--- config.mk ---
export PLATFORM = sky130hd
export DESIGN_NAME = ff_reg_bank
export DESIGN_NICKNAME = d
export VERILOG_FILES = /design/src/rtl/ff_reg_bank.sv
export SDC_FILE = /design/constraint.sdc
export NUM_CORES = 1
export LEC_CHECK = 0
export ABC_AREA = 1
export BUFFER_PORTS_ARGS = -buffer_cell sky130_fd_sc_hd__buf_2
export CORE_AREA = 2 2 39 41
export CTS_BUF_LIST = sky130_fd_sc_hd__clkbuf_2 sky130_fd_sc_hd__clkbuf_4 sky130_fd_sc_hd__clkbuf_8
export CTS_CLUSTER_SIZE = 8
export DETAILED_ROUTE_END_ITERATION = 16
export DIE_AREA = 0 0 41 43
export HOLD_SLACK_MARGIN = 0.02
export PLACE_DENSITY = 0.73
export SLEW_MARGIN = 40
export SYNTH_ARGS = -nofsm -noshare
export SYNTH_HDL_FRONTEND = slang
export SYNTH_SLANG_ARGS = --single-unit
--- constraint.sdc ---
create_clock -name clk -period 1 [get_ports clk]
set_input_delay 0.3 -clock clk [delete_from_list [all_inputs] [get_ports clk]]
set_output_delay 0.3 -clock clk [all_outputs]
set_load 0.05 [all_outputs]
--- src/rtl/ff_reg_bank.sv ---
// ff_reg_bank: multi-mode (D/T/JK/shift) register with sync clear, enable, async preset value and change flag
module ff_reg_bank #(
  parameter int WIDTH = 4,
  parameter logic [WIDTH-1:0] RESET_VAL = '0
) (
  input  logic             clk,
  input  logic             reset,
  input  logic             en,
  input  logic             sclr,
  input  logic [1:0]       mode,
  input  logic [WIDTH-1:0] d,
  input  logic [WIDTH-1:0] k,
  input  logic             sin,
  output logic [WIDTH-1:0] q,
  output logic [WIDTH-1:0] qbar,
  output logic             sout,
  output logic             changed
);
  logic [WIDTH:0]   sh;
  logic [WIDTH-1:0] q_next;
  assign sh   = {q, sin};
  assign qbar = ~q;
  assign sout = q[WIDTH-1];
  // next state: sclr beats en, en beats mode; sh drops the old msb so WIDTH=1 shifts in sin directly
  always_comb
    q_next = sclr          ? '0 :
             !en           ? q :
             mode == 2'b00 ? d :
             mode == 2'b01 ? q ^ d :
             mode == 2'b10 ? (d & ~q) | (~k & q) :
                             sh[WIDTH-1:0];
  // state and change flag, preset asynchronously to RESET_VAL
  always_ff @(posedge clk or negedge reset)
    if (!reset) begin
      q       <= RESET_VAL;
      changed <= 1'b0;
    end else begin
      q       <= q_next;
      changed <= q_next != q;
    end
endmodule

==> results.toml <==
[setup_path]
crit_fanout = 6
critPathKind = "register to output port"
worstPathRequired_ps = 700
arrival_ps = 1030
end_kind = "output port"
critical_path.startpoint_type = "register"

[cells_and_area]
area_growth_pct = 93.5
drive_above_1_share = 0.623
final_common_cell = "nand2_1"
nets = 154
num_antenna_cells = 0
instances_no_fill = 154
layout_common_cells = "26 x nand2_1, 17 x nand2_2, 14 x buf_2"
fin_area_um2 = 1040

[floorplan]
ios = 25
start_util = 0.389
core_area_um2 = 1380
fp.dieH_um = 43
dieWidth_um = 41
num_rows = 14
dieArea_um2 = 1760

[timing]
setup_viol = 15
maxSlewViolCount = 0
max_freq_mhz = 754
fin_crit_ps = 1330
slew_headroom = 0.832
whs_ps = 403
rsz0062_at_grt = "yes"
worstMarginPinSlew_ps = 251
finalHoldViolations = 0
setup_slack_ps = -327
finClkSkew_ps = 3.04
fin_crit_sh = 1.33

[clock_network]
clkTransAtPathRegs_ps = 40
cts_buffer_depth = 2
cts-buffers-inserted = 3
clock_sinks = 5
root_buffer = "clkbuf_4"
cts_tree = "yes"
htree_levels = 1
clk-insertion-delay-late_ps = 240

[placement]
place.gp.congestion = 0.806
numPlacedInstances = 146
dpl_cell_area_um2 = 821
io_buffers = 24
dp_hpwl_um = 1210

[flow_run]
cap_violations = 0

[synthesis]
synth-seq-area-share = 0.233
syn_avg_cell_area_um2 = 5.85
ys_types = 16
ys_ff_latch = 5
syn_area_um2 = 538
postSynthCellCount = 92
syn-num-nets = 107
yosys_warnings = 0

[status]
violations = "negative setup slack"
status = "finished with violations"

[power]
p_switching_uw = 458
power_density_nw_per_um2 = 1090
power_switching_share = 0.404
power_frac_seq = 0.239
p_leak_nw = 0.561
internal_power_uw = 675
pwr-share-clk = 0.220
peakVddDrop_uv = 931
combPwrFrac = 0.541

[global_routing]
grt_max_degree = 9
first_global_vias = 685
antenna_found_initial = 0
grt_pass1_wl_um = 2620
track_usage = 0.215
grt_overflow_total = 0

[detailed_routing]
routed_wl_um = 1740
drt_first_iter_violations = 4
wl_per_cell_um = 11.3
drt-pass1-iter-count = 4
vias_per_cell = 4.90
ant_nets = 0
via_count = 754
drc = 0

[hold_path]
min_path_type = "primary input to async pin"
power by group through the flow:
stage,sequential (mW),combinational (mW),clock (mW)
floorplan,0.332,0.239,0
CTS,0.267,0.578,0.261
global placement,0.263,0.470,0
finish,0.271,0.613,0.250
detailed placement,0.264,0.476,0
global route,0.274,0.655,0.274
logic make-up after synthesis:
family,share of synthesized area
AO/OA/AOI/OAI,0.100
buffers and inverters,0.121
flip-flops,0.233
AND/OR/NAND/NOR,0.547
synthesized netlist by cell type:
| library cell | number | share of area |
|---|---|---|
| buf_4 | 1 | 0.014 |
| nand3_1 | 6 | 0.056 |
| nand3b_1 | 1 | 0.014 |
| nand2_1 | 36 | 0.25 |
| inv_2 | 6 | 0.042 |
| nand3_2 | 2 | 0.037 |
| nor2_1 | 4 | 0.028 |
| o21ai_0 | 1 | 0.0093 |
| dfrtp_1 | 5 | 0.23 |
| nand2_4 | 1 | 0.021 |
| inv_6 | 1 | 0.016 |
| nand4_1 | 4 | 0.047 |
| inv_1 | 7 | 0.049 |
| o21ai_2 | 1 | 0.016 |
| nand2_2 | 8 | 0.093 |
| a21oi_1 | 8 | 0.074 |
worst max-delay path, stage by stage, from the launching register on:
cell and delay (ps):
dfrtp_2 480, inv_6 90, buf_6 100, buf_8 130
stage by stage:
| stage | total power [mW] | setup TNS, ps | setup WS [ps] | util |
|---|---|---|---|---|
| detailed placement | 0.740 | -2140 | -348 | 0.593 |
| CTS | 1.11 | -3630 | -319 | 0.715 |
| floorplan | 0.571 | -1530 | -393 | - |
| global placement | 0.733 | -2030 | -330 | 0.593 |
| finish | 1.13 | -3580 | -327 | 0.752 |
| global route | 1.20 | -4270 | -411 | 0.752 |
layer usage:
layer / GRT usage / up-vias / wire [um]
li1: - / 386 / -
met1: 0.231 / 337 / 665
met2: 0.394 / 29 / 953
met3: 0.0314 / 2 / 114
met4: 0.0667 / 0 / 8
met5: 0 / - / 0
state kept, by name (all words and copies together), names as in the netlist:
| name | flops |
|---|---|
| q | 4 |
| changed | 1 |
final cells by class:
type	count	area [um2]
Tap cell	16	20.0
Inverter	14	77.6
Fill cell	113	343
Clock buffer	4	30.0
Sequential cell	5	133
Timing Repair Buffer	43	377
Multi-Input combinational cell	72	404
path summary, 6_finish.rpt:
kind / from / end / slack, ps / depth (start not counted)
setup / recovery: q[0] / qbar[0] / -330 / 3
hold / removal: reset / changed / 400 / 2
setup reg to reg: q[3] / changed / -320 / 10
hold reg to reg: q[0] / changed / 730 / 4
max in group asynchronous: reset / q[1] / 450 / 2
min in group clk: sclr / q[2] / 440 / 5
what timing repair did:
action,in CTS,in global routing
gates resized for setup,35,14
endpoints found under the setup margin,15,15
buffers inserted,2,1
pin swaps,12,7
hold endpoints to repair,5,0
hold buffers,1,0
cloned,0,0
Note: power is estimated with default switching activity, not from simulation.
